$ cat config.mk
export PLATFORM = sky130hd
export DESIGN_NAME = inagu
export DESIGN_NICKNAME = d
export VERILOG_FILES = /design/src/rtl/mvu_pkg.sv /design/src/rtl/inagu_dimcnt.sv /design/src/rtl/inagu.sv
export SDC_FILE = /design/constraint.sdc
export NUM_CORES = 1
export LEC_CHECK = 0
export ABC_CLOCK_PERIOD_IN_PS = 6200
export BUFFER_PORTS_ARGS = -buffer_cell sky130_fd_sc_hd__buf_2
export CAP_MARGIN = 10
export CORE_MARGIN = 2
export CORE_UTILIZATION = 30
export CTS_CLUSTER_SIZE = 10
export DETAILED_ROUTE_END_ITERATION = 16
export PLACE_DENSITY = 0.49
export SLEW_MARGIN = 0
export SYNTH_ARGS = -nofsm -noshare
export SYNTH_HDL_FRONTEND = slang
export SYNTH_SLANG_ARGS = --single-unit
$ cat constraint.sdc
create_clock -name clk -period 6.2 [get_ports clk]
set_input_delay 0.31 -clock clk [delete_from_list [all_inputs] [get_ports clk]]
set_output_delay 0.31 -clock clk [all_outputs]
set_load 0.005 [all_outputs]
$ cat src/rtl/mvu_pkg.sv
// Shared MVU types and widths for the input and output address generators.
// Used by inagu and outagu.
package mvu_pkg;

    localparam int BDBANKA = 15;
    localparam int BSTRIDE = 15;
    localparam int BLENGTH = 15;

    typedef logic [BDBANKA-1:0] addr_t;
    typedef logic [BSTRIDE-1:0] stride_t;
    typedef logic [BLENGTH-1:0] len_t;

    typedef enum logic {
        IDLE = 1'b0,
        RUN  = 1'b1
    } agu_state_e;

    // Two's-complement stride widened or narrowed to address width.
    function automatic addr_t sext_stride(input stride_t s);
        return addr_t'(signed'(s));
    endfunction

endpackage

$ cat src/rtl/inagu_dimcnt.sv
// One loop dimension: iteration counter with clear, increment and
// end-of-dimension compare.
module inagu_dimcnt
    import mvu_pkg::*;
(
    input  logic clk,
    input  logic rst,
    input  logic clr_i,
    input  logic inc_i,
    input  len_t len_i,
    output len_t cnt_o,
    output logic wrap_o
);

    len_t cnt_q, cnt_d;

    always_comb begin
        cnt_d = cnt_q;
        if (clr_i) begin
            cnt_d = '0;
        end else if (inc_i) begin
            cnt_d = cnt_q + len_t'(1);
        end
    end

    always_ff @(posedge clk or posedge rst) begin
        if (rst) begin
            cnt_q <= '0;
        end else begin
            cnt_q <= cnt_d;
        end
    end

    assign cnt_o  = cnt_q;
    assign wrap_o = (cnt_q == len_i);

endmodule

$ cat src/rtl/inagu.sv
// Input address generator: 3-level nested walk over data-memory addresses.
// INAGU_ZIGZAG_EN enables serpentine traversal of dimension 0.
module inagu
    import mvu_pkg::*;
(
    input  logic    clk,
    input  logic    rst,
    input  logic    load,
    input  logic    step,
    input  addr_t   baseaddr,
    input  stride_t stride_0,
    input  stride_t stride_1,
    input  stride_t stride_2,
    input  len_t    length_0,
    input  len_t    length_1,
    input  len_t    length_2,
    output addr_t   addr_out,
    output logic    valid,
    output logic    last,
    output logic    done
);

    agu_state_e state_q, state_d;
    addr_t addr_q, addr_d;
    addr_t row_q, row_d;
    addr_t plane_q, plane_d;
    logic  done_q, done_d;
    addr_t s0_q, s1_q, s2_q;
    len_t  l0_q, l1_q, l2_q;

    logic w0, w1, w2;
    logic run, adv, fin;
    logic inc0, inc1, inc2;
    len_t c0, c1, c2;

    assign run  = (state_q == RUN);
    assign last = run && w0 && w1 && w2;
    assign adv  = step && run && !load && !last;
    assign fin  = step && !load && last;
    assign inc0 = adv && !w0;
    assign inc1 = adv && w0 && !w1;
    assign inc2 = adv && w0 && w1 && !w2;

    inagu_dimcnt u_d0 (
        .clk(clk), .rst(rst),
        .clr_i(load || (adv && w0)), .inc_i(inc0),
        .len_i(l0_q), .cnt_o(c0), .wrap_o(w0)
    );

    inagu_dimcnt u_d1 (
        .clk(clk), .rst(rst),
        .clr_i(load || (adv && w0 && w1)), .inc_i(inc1),
        .len_i(l1_q), .cnt_o(c1), .wrap_o(w1)
    );

    inagu_dimcnt u_d2 (
        .clk(clk), .rst(rst),
        .clr_i(load), .inc_i(inc2),
        .len_i(l2_q), .cnt_o(c2), .wrap_o(w2)
    );

`ifdef INAGU_ZIGZAG_EN
    logic dir_q, dir_d;
`endif

    always_comb begin
        state_d = state_q;
        addr_d  = addr_q;
        row_d   = row_q;
        plane_d = plane_q;
        done_d  = 1'b0;
`ifdef INAGU_ZIGZAG_EN
        dir_d   = dir_q;
`endif
        if (load) begin
            state_d = RUN;
            addr_d  = baseaddr;
            row_d   = baseaddr;
            plane_d = baseaddr;
`ifdef INAGU_ZIGZAG_EN
            dir_d   = 1'b0;
`endif
        end else if (fin) begin
            state_d = IDLE;
            done_d  = 1'b1;
        end else if (inc0) begin
`ifdef INAGU_ZIGZAG_EN
            addr_d = dir_q ? addr_q - s0_q : addr_q + s0_q;
`else
            addr_d = addr_q + s0_q;
`endif
        end else if (inc1) begin
`ifdef INAGU_ZIGZAG_EN
            // Serpentine: next row starts where this one ended.
            addr_d = addr_q + s1_q;
            dir_d  = !dir_q;
`else
            addr_d = row_q + s1_q;
`endif
            row_d = addr_d;
        end else if (inc2) begin
            addr_d  = plane_q + s2_q;
            row_d   = addr_d;
            plane_d = addr_d;
`ifdef INAGU_ZIGZAG_EN
            dir_d   = 1'b0;
`endif
        end
    end

    always_ff @(posedge clk or posedge rst) begin
        if (rst) begin
            state_q <= IDLE;
            addr_q  <= '0;
            row_q   <= '0;
            plane_q <= '0;
            done_q  <= 1'b0;
            s0_q    <= '0;
            s1_q    <= '0;
            s2_q    <= '0;
            l0_q    <= '0;
            l1_q    <= '0;
            l2_q    <= '0;
        end else begin
            state_q <= state_d;
            addr_q  <= addr_d;
            row_q   <= row_d;
            plane_q <= plane_d;
            done_q  <= done_d;
            if (load) begin
                s0_q <= sext_stride(stride_0);
                s1_q <= sext_stride(stride_1);
                s2_q <= sext_stride(stride_2);
                l0_q <= length_0;
                l1_q <= length_1;
                l2_q <= length_2;
            end
        end
    end

`ifdef INAGU_ZIGZAG_EN
    always_ff @(posedge clk or posedge rst) begin
        if (rst) begin
            dir_q <= 1'b0;
        end else begin
            dir_q <= dir_d;
        end
    end
`endif

    assign addr_out = addr_q;
    assign valid    = run;
    assign done     = done_q;

    logic unused;
    assign unused = ^{c0, c1, c2};

endmodule

==> flow_metrics.tcl, run 1 <==
set metrics [dict create \
    num_antenna_cells 0 \
    drive_gt1_frac 0.233 \
    rsz0062_at_grt "no" \
    finalSetupViolCount 0 \
    antenna_found_initial 0 \
    cp-startpoint "u_d0.cnt_o[3]$_DFFE_PP0P_" \
    irDropWorstVdd_mv 0.199 \
    dieArea_um2 35700 \
    start_util 0.305 \
    cellPowerDensity_nw_per_um2 275 \
    fmax_ghz 0.304 \
    fin_skew_ns 0.0158 \
    ff2ff_setup_slack_ns 2.91 \
    cp_cell_sequence "xor2_1, nor4_1, nand4_2, nor2_4, nand4_4, or4_1, or3_1, a21oi_1" \
    postCtsSetupRepairBufs 0 \
    die_w_um 189 \
    io_pins 127 \
    area_delta_synth_final_pct 16.4 \
    finalHoldViolCount 0 \
    cts_tree "done" \
    crit_end "u_d2.cnt_o[12]$_DFFE_PP0P_" \
    place.gp.congestion 0.820 \
    holdBufCountCts 0 \
    routed_wl_mm 27.5 \
    io_buffers 126 \
    critical-path-top-delay-family "simple AND/OR/NAND/NOR gates" \
    cpMaxStageDelayCell "or4_1" \
    reg2reg_depth 8 \
    wire_per_inst_um 17.3 \
    r2r_end "u_d2.cnt_o[12]$_DFFE_PP0P_" \
    ys.flop_type "dfrtp_1" \
    cts_buffer_depth 2 \
    layout_worst_path_cycle_share 0.531 \
    p_leak_nw 5.28 \
    holdCritPathClass "input pin to asynchronous set/reset pin" \
    crit_buf_inv 0 \
    track_usage 0.159 \
    relSlewSlack 0.237 \
    grt_max_degree 123 \
    rows 67 \
    synth_edf_count 0 \
    clock-sinks 182 \
    drt_first_pass_iters 5 \
    drt_iter0_drc 409 \
    syn-cell-area_um2 10200 \
    synthesis.nets 1174 \
    status "complete, no violations" \
    hpwl_mm 20.2 \
    path_class "flip-flop to flip-flop" \
    max_stage_delay_ns 0.70 \
    synth.avg_cell_area_um2 10.1 \
    seq_area_frac_synth 0.444 \
    worstMarginPinSlew_ns 1.14 \
    grt_pass1_wl_mm 44.1 \
    htreeDepth 4 \
    cp-start-kind "flip-flop" \
    cts_buffers 17 \
    dp_cells 1558 \
    clk_pin_slew_worst_paths_ns 0.08 \
    cts_resized 0 \
    timing.rr.start "u_d0.cnt_o[3]$_DFFE_PP0P_" \
    die_y_um 189 \
    route.detailed.drc 0 \
    finalSetupTns_ns 0 \
    ys_ff_latch 182 \
    fin_cells 1590 \
    fin_crit_ns 3.29 \
    cp.required_ns 6.56 \
    core_area_um2 33600 \
    netlist_instances 1017 \
    vias 7889 \
    clock-root-buffer "clkbuf_16" \
    cp-end-kind "flip-flop" \
    arrival_ns 3.65 \
    async_reset_ff_frac 1.00 \
    grt_pass1_vias 7861 \
    path_depth 8 \
    cp_max_fo 26 \
    drtAntennaViolNets 0 \
    num-nets-final 1286 \
    max-cap-violations 0 \
    overflow 0 \
    via_per_inst 4.96 \
    clock_latency_ns 0.45 \
    ys_warn_count 0 \
    final_max_slew_viol_count 0 \
    synth_cell_type_count 61 \
]
synth_stat cells, types with 3 or more instances:
library cell	instances	area, um^2
buf_1	12	45.0
xnor2_1	53	464
mux2_2	90	1010
nor2_1	80	300
o211ai_1	7	52.6
a31o_2	3	26.3
a211oi_1	8	60.1
xor2_1	38	333
dfrtp_1	182	4550
nand2_1	87	327
nor2b_1	3	18.8
o21bai_1	4	30.0
nor4_1	8	50.1
mux2i_1	22	220
a221oi_1	7	61.3
o21a_1	8	60.1
ha_1	45	563
a21o_1	12	90.1
nand3_1	24	120
clkbuf_1	26	97.6
and3_1	24	150
a21oi_1	50	250
nand4_1	10	62.6
nand2b_1	6	37.5
fa_1	3	60.1
o21ai_0	97	485
and2_1	7	43.8
nand3b_1	3	22.5
a31oi_1	5	31.3
inv_1	23	86.3
or3_1	10	62.6
nor3_1	17	85.1
o22ai_1	4	25.0
sequential cells by signal, indices dropped and copies added, names as in the netlist:
signal,count
done,1
row_q,15
u_d0.cnt_o,15
plane_q,15
s0_q,15
l0_q,15
u_d1.cnt_o,15
s2_q,15
l1_q,15
l2_q,15
addr_out,15
u_d2.cnt_o,15
s1_q,15
valid,1
layout make-up:
cell class	count	area (um^2)
Multi-Input combinational cell	773	5460
Inverter	23	93.8
Tap cell	448	561
Timing Repair Buffer	132	682
Fill cell	3415	21700
Clock buffer	18	439
Sequential cell	182	4550
Clock inverter	14	134
kinds of logic (layout without fill, tap and decap cells):
family,Yosys count,count (layout),synth area share
and+or+nand+nor,287,287,0.133
AOI/OAI and AO/OA,235,235,0.140
DFF,182,182,0.444
muxes,112,112,0.120
xor gates and xnor gates,91,91,0.0778
buffers and inverters,62,187,0.0228
adders and majority gates,48,48,0.0608
worst min-delay path by stage:
| stage | end | depth (start not counted) | from | slack, ns |
|---|---|---|---|---|
| finish | l0_q[12]$_DFFE_PP0P_ | 2 | rst | 0.04 |
| global route | l1_q[11]$_DFFE_PP0P_ | 2 | length_1[11] | 0.06 |
| detailed placement | row_q[12]$_DFFE_PP0P_ | 1 | row_q[12]$_DFFE_PP0P_ | 0.49 |
| floorplan | plane_q[13]$_DFFE_PP0P_ | 2 | baseaddr[13] | 0.43 |
| global placement | row_q[12]$_DFFE_PP0P_ | 1 | row_q[12]$_DFFE_PP0P_ | 0.50 |
| CTS | l0_q[1]$_DFFE_PP0P_ | 2 | length_0[1] | 0.06 |
per-layer routing:
metal	track usage	vias to the layer above	part of all wire
met4	0.0613	0	0.026
met1	0.226	3794	0.49
met2	0.236	172	0.44
li1	-	3889	-
met3	0.0317	34	0.042
met5	0	-	0
layout by cell type (no fill, tap or decap), drive strengths merged, types with 5 or more instances in the layout:
cell	n
a211oi	8
a21o	12
a21oi	50
a221oi	7
a31oi	5
and2	7
and3	24
buf	132
clkbuf	18
dfrtp	182
ha	45
inv	31
mux2	90
mux2i	22
nand2	87
nand2b	6
nand3	24
nand4	12
nor2	81
nor3	17
nor4	9
o211ai	7
o21a	8
o21ai	98
or3	10
xnor2	53
xor2	38
where the power goes:
| part | total (mW) | switching (mW) | leakage (nW) | internal (mW) |
|---|---|---|---|---|
| combinational | 0.806 | 0.440 | 2.78 | 0.366 |
| clock | 1.09 | 0.545 | 0.278 | 0.544 |
| sequential | 1.38 | 0.0937 | 2.23 | 1.29 |
stage by stage:
| step | utilization | setup WS (ns) | area [um^2] | power [mW] | hold slack (ns) |
|---|---|---|---|---|---|
| floorplan | - | 0.946 | 10200 | 1.96 | 0.431 |
| detailed placement | 0.338 | 2.91 | 11400 | 2.21 | 0.495 |
| CTS | 0.355 | 2.86 | 11900 | 3.32 | 0.0582 |
| global placement | 0.338 | 2.95 | 11400 | 2.21 | 0.497 |
| finish | 0.355 | 2.91 | 11900 | 3.28 | 0.0406 |
| global route | 0.355 | 2.53 | 11900 | 3.48 | 0.0631 |
Note: power is estimated with default switching activity, not from simulation.
==> run 2: changes to the inputs <==
--- a/config.mk
+++ b/config.mk
@@ -5,7 +5,7 @@
 export SDC_FILE = /design/constraint.sdc
 export NUM_CORES = 1
 export LEC_CHECK = 0
-export ABC_CLOCK_PERIOD_IN_PS = 6200
+export ABC_CLOCK_PERIOD_IN_PS = 3300
 export BUFFER_PORTS_ARGS = -buffer_cell sky130_fd_sc_hd__buf_2
 export CAP_MARGIN = 10
 export CORE_MARGIN = 2
==> constraint.sdc (replaced) <==
create_clock -name clk -period 3.3 [get_ports clk]
set_input_delay 0.165 -clock clk [delete_from_list [all_inputs] [get_ports clk]]
set_output_delay 0.165 -clock clk [all_outputs]
set_load 0.005 [all_outputs]
==> run 2 against run 1 <==
Net effect: design area rose by 9.1%; worst setup slack got worse by 2.5 ns; hold slack got worse by 0.0095 ns; flip-flop and latch count did not move; maximum frequency rose by 14%; register-to-register slack got worse by 2.5 ns; first-iteration DRC count rose by 21%; clock skew fell by 0.00054 ns; critical path depth did not move; global-route usage rose by 0.38 points; clock power rose by 89%; combinational power rose by 100%; largest power group unchanged.
==> flow_metrics.tcl, run 2 (same netlist as run 1, synthesis figures left out) <==
set metrics [dict create \
    cts_buffers 17 \
    via_per_inst 4.84 \
    routed_wl_mm 28.3 \
    clock_latency_ns 0.45 \
    start_util 0.305 \
    drt_iter0_drc 493 \
    cp-startpoint "addr_out[8]$_DFFE_PP0P_" \
    path_class "flip-flop to flip-flop" \
    timing.rr.start "addr_out[8]$_DFFE_PP0P_" \
    cp.required_ns 3.63 \
    route.detailed.drc 0 \
    grt_max_degree 155 \
    worstMarginPinSlew_ns 1.10 \
    cellPowerDensity_nw_per_um2 483 \
    utilization 0.387 \
    track_usage 0.163 \
    layout_worst_path_cycle_share 0.871 \
    max-cap-violations 0 \
    drt_first_pass_iters 5 \
    rows 67 \
    cp_max_fo 4 \
    drive_gt1_frac 0.222 \
    drtAntennaViolNets 0 \
    rsz0062_at_grt "no" \
    finalHoldViolCount 0 \
    grt_pass1_vias 8151 \
    die_w_um 189 \
    grt_pass1_wl_mm 45.3 \
    finalPower_mw 6.28 \
    io_buffers 126 \
    antenna_found_initial 0 \
    irDropWorstVdd_mv 0.363 \
    clk_pin_slew_worst_paths_ns 0.08 \
    clock-root-buffer "clkbuf_16" \
    fmax_ghz 0.348 \
    num-nets-final 1393 \
    fillers 3337 \
    num_antenna_cells 0 \
    hpwl_mm 20.5 \
    wire_per_inst_um 16.7 \
    place.gp.congestion 0.822 \
    cp-end-kind "flip-flop" \
    holdCritPathClass "input pin to flip-flop" \
    fin_crit_ns 2.87 \
    io_pins 127 \
    seq_area_um2 4550 \
    mostFrequentLayoutCells "dfrtp_1 (182), buf_2 (125), o21ai_0 (97), dlygate4sd3_1 (96), mux2_2 (90)" \
    relSlewSlack 0.265 \
    postCtsSetupRepairBufs 0 \
    die_y_um 189 \
    holdCritStartpoint "baseaddr[9]" \
    htreeDepth 4 \
    core_area_um2 33600 \
    cp-start-kind "flip-flop" \
    clock-sinks 182 \
    multi_input_area_um2 5460 \
    p_leak_nw 5.75 \
    final_max_slew_viol_count 0 \
    final_common_cell "dfrtp_1" \
    status "complete, no violations" \
    fin_skew_ns 0.0153 \
    dieArea_um2 35700 \
    vias 8215 \
    finalSetupTns_ns 0 \
    area_delta_synth_final_pct 26.9 \
    overflow 0 \
    cts_tree "done" \
    arrival_ns 3.20 \
    holdBufCountCts 96 \
    cts_buffer_depth 2 \
    cts_resized 0 \
    finalSetupViolCount 0 \
]
[run 2: changes by cell type in the layout (fill, tap and decap cells not counted), moves of 3 or more]
cell / delta
buf_12: +3
buf_4: +8
dlygate4sd3_1: +96
inv_6: +3
inv_8: -4
[run 2: worst max-delay path: stages (launching register included)]
cell and delay (ns):
dfrtp_1 0.41, ha_1 0.35, a2111oi_0 0.64, o21ai_0 0.31, a221oi_1 0.45, o21bai_1 0.11, a21oi_1 0.19, xnor2_1 0.08
o221a_2 0.22
[run 2: stage by stage]
stage / std cells / hold WS, ns / instance area (um^2) / setup slack, ns
after floorplan: 1017 / 0.286 / 10300 / 0.764
after global routing: 1697 / 0.0215 / 13000 / 0.164
final: 1697 / 0.0311 / 13000 / 0.425
after detailed placement: 1569 / 0.398 / 11500 / 0.453
after CTS: 1697 / 0.0164 / 13000 / 0.434
after global placement: 1569 / 0.392 / 11500 / 0.477
[run 2: layer usage]
metal,wire length (um),GRT usage,share of wire
met2,12800,0.254,0.45
met4,391,0.0433,0.014
met5,0,0,0
met1,14000,0.233,0.49
met3,1100,0.0272,0.039
[run 2: power breakdown]
part | total [mW] | internal, mW | switching, mW | leakage [nW]
Sequential | 2.59 | 2.42 | 0.174 | 2.23
Clock | 2.06 | 1.08 | 0.979 | 0.285
Combinational | 1.62 | 0.772 | 0.849 | 3.24
Total | 6.28 | 4.28 | 2.00 | 5.75
[run 2: layout make-up]
cell class | count | share of cell area
Multi-Input combinational cell | 773 | 0.420
Sequential cell | 182 | 0.350
Timing Repair Buffer | 239 | 0.136
Tap cell | 448 | 0.0431
Clock buffer | 18 | 0.0338
Clock inverter | 14 | 0.0106
Inverter | 23 | 0.00693
[run 2: worst paths after layout]
path | slack (ns) | endpoint | cells after the start
setup / recovery | 0.43 | addr_out[13]$_DFFE_PP0P_ | 8
hold / removal | 0.03 | plane_q[9]$_DFFE_PP0P_ | 3
setup reg to reg | 0.43 | addr_out[13]$_DFFE_PP0P_ | 8
hold reg to reg | 0.50 | row_q[13]$_DFFE_PP0P_ | 1
max in group asynchronous | 2.03 | s2_q[5]$_DFFE_PP0P_ | 4
min in group asynchronous | 0.46 | l0_q[12]$_DFFE_PP0P_ | 3
==> run 3: changes to the inputs <==
--- a/config.mk
+++ b/config.mk
@@ -5,13 +5,14 @@
 export SDC_FILE = /design/constraint.sdc
 export NUM_CORES = 1
 export LEC_CHECK = 0
-export ABC_CLOCK_PERIOD_IN_PS = 3300
+export ABC_CLOCK_PERIOD_IN_PS = 3200
 export BUFFER_PORTS_ARGS = -buffer_cell sky130_fd_sc_hd__buf_2
 export CAP_MARGIN = 10
 export CORE_MARGIN = 2
 export CORE_UTILIZATION = 30
 export CTS_CLUSTER_SIZE = 10
 export DETAILED_ROUTE_END_ITERATION = 16
+export GPL_ROUTABILITY_DRIVEN = 0
 export PLACE_DENSITY = 0.49
 export SLEW_MARGIN = 0
 export SYNTH_ARGS = -nofsm -noshare
==> constraint.sdc (replaced) <==
create_clock -name clk -period 3.2 [get_ports clk]
set_input_delay 0.16 -clock clk [delete_from_list [all_inputs] [get_ports clk]]
set_output_delay 0.16 -clock clk [all_outputs]
set_load 0.005 [all_outputs]
==> run 3 against run 2 <==
Net effect: design area rose by 0.75%; register-to-register slack got worse by 0.08 ns; worst setup slack got worse by 0.077 ns; clock skew fell by 0.0015 ns; sequential share of layout area fell by 0.26 points; global-route usage barely moved; core utilization rose by 0.29 points; hold slack got worse by 0.015 ns; combinational power rose by 3%; total power rose by 7.2%; non-clock buffer count rose by 3; cell count rose by 0.12%.
==> flow_metrics.tcl, run 3 (same netlist as run 1, synthesis figures left out) <==
set metrics [dict create \
    status "complete, no violations" \
    finalSetupTns_ns 0 \
    drt_first_pass_iters 5 \
    track_usage 0.163 \
    grt_pass1_vias 8010 \
    dieArea_um2 35700 \
    cp-end-kind "flip-flop" \
    finalHoldViolCount 0 \
    fin_cells 1699 \
    p_int_mw 4.69 \
    max-cap-violations 0 \
    cp_cell_sequence "ha_1, inv_1, fa_1, nor2b_1, o31ai_1, a211o_1, a21oi_1, xnor2_1, xor2_1, a221o_1, nor3_1" \
    hpwl_mm 20.2 \
    netSwitchingPower_mw 2.03 \
    path_depth 11 \
    io_pins 127 \
    wire_per_inst_um 16.6 \
    cellPowerDensity_nw_per_um2 513 \
    num_antenna_cells 0 \
    drtAntennaViolNets 0 \
    route.detailed.drc 0 \
    io_buffers 126 \
    area_delta_synth_final_pct 27.9 \
    via_per_inst 4.84 \
    combPwrFrac 0.248 \
    clock-sinks 182 \
    cpMaxStageDelayCell "fa_1" \
    fin_crit_ns 2.85 \
    cp-startpoint "plane_q[0]$_DFFE_PP0P_" \
    reg2reg_depth 11 \
    critical-path-top-delay-family "compound AO/OA/AOI/OAI gates" \
    clock-root-buffer "clkbuf_16" \
    routed_wl_mm 28.3 \
    htreeDepth 4 \
    final_max_slew_viol_count 0 \
    start_util 0.305 \
    dp_cells 1570 \
    postCtsSetupRepairBufs 0 \
    drive_gt1_frac 0.221 \
    p_seq_frac 0.398 \
    cp-start-kind "flip-flop" \
    fin_skew_ns 0.0138 \
    num-nets-final 1396 \
    arrival_ns 3.22 \
    overflow 0 \
    cts_buffer_depth 2 \
    grt_max_degree 155 \
    relSlewSlack 0.412 \
    clock_latency_ns 0.45 \
    ff2ff_setup_slack_ns 0.35 \
    core_area_um2 33600 \
    cts_tree "done" \
    switching_share 0.302 \
    layout_worst_path_cycle_share 0.891 \
    clk_pin_slew_worst_paths_ns 0.07 \
    antenna_found_initial 0 \
    clkPwrFrac 0.354 \
    final_common_cell "dfrtp_1" \
    p_leak_nw 5.79 \
    die_w_um 189 \
    cts_buffers 17 \
    timing.rr.start "plane_q[0]$_DFFE_PP0P_" \
    max_stage_delay_ns 0.40 \
    mostFrequentLayoutCells "dfrtp_1 (182), buf_2 (125), dlygate4sd3_1 (98), o21ai_0 (97), mux2_2 (90)" \
    cp.required_ns 3.57 \
    r2r_end "addr_out[14]$_DFFE_PP0P_" \
    rsz0062_at_grt "no" \
    holdCritPathClass "input pin to flip-flop" \
    fmax_ghz 0.351 \
    vias 8216 \
    fillers 3358 \
    finalSetupViolCount 0 \
    worstMarginPinSlew_ns 0.882 \
    crit_end "addr_out[14]$_DFFE_PP0P_" \
    die_y_um 189 \
    drt_iter0_drc 460 \
    rows 67 \
    path_class "flip-flop to flip-flop" \
    irDropWorstVdd_mv 0.397 \
    grt_pass1_wl_mm 44.9 \
    crit_buf_inv 1 \
    cp_max_fo 3 \
    multi_input_area_um2 5460 \
    seq_area_um2 4550 \
]
run 3: per-stage QoR:
step	worst slack (ns)	hold WS [ns]	area, um^2	power (mW)	utilization
6_report	0.348	0.0159	13100	6.73	0.390
4_1_cts	0.327	0.00807	13100	6.82	0.390
3_3_place_gp	0.374	0.350	11500	4.29	0.341
3_5_place_dp	0.371	0.349	11500	4.30	0.341
5_1_grt	0.0603	0.0188	13100	7.11	0.390
2_1_floorplan	0.664	0.281	10300	3.79	-
run 3: layer usage:
layer	up-vias	GRT usage	wire (um)
li1	4097	-	-
met1	3939	0.233	14000
met2	155	0.249	12700
met3	25	0.0285	1010
met4	0	0.0514	519
met5	-	0	0
run 3: final cells by class:
type                    instances  area share
clock buffers                  18      0.0327
clock inverters                13      0.0166
inverters                      23     0.00687
multi-input cells             773       0.417
flip-flops and latches        182       0.347
well taps                     448      0.0428
repair buffers                242       0.137
run 3: worst min-delay path by stage:
| stage | startpoint | to | slack, ns | cells past startpoint |
|---|---|---|---|---|
| after floorplan | baseaddr[13] | plane_q[13]$_DFFE_PP0P_ | 0.28 | 2 |
| after global placement | rst | l0_q[12]$_DFFE_PP0P_ | 0.35 | 3 |
| after detailed placement | rst | l0_q[12]$_DFFE_PP0P_ | 0.35 | 3 |
| after CTS | baseaddr[3] | row_q[3]$_DFFE_PP0P_ | 0.008 | 3 |
| after global routing | baseaddr[14] | plane_q[14]$_DFFE_PP0P_ | 0.02 | 3 |
| final | baseaddr[9] | plane_q[9]$_DFFE_PP0P_ | 0.02 | 3 |
run 3: power groups by stage:
stage	combinational [mW]	sequential, mW	clock, mW
floorplan	1.14	2.65	0
global placement	1.57	2.73	0
detailed placement	1.57	2.73	0
CTS	1.68	2.68	2.46
global route	1.86	2.71	2.54
finish	1.67	2.68	2.38
run 3: timing repair:
action | in CTS | in global routing
hold endpoints to repair | 279 | 0
endpoints found under the setup margin | 0 | 0
resized for setup | 0 | 0
hold buffers | 98 | 0
run 3: tightest hold or removal path: stages:
cell and delay, ns:
buf_2 0.08, nand2_1 0.10, o21ai_0 0.09
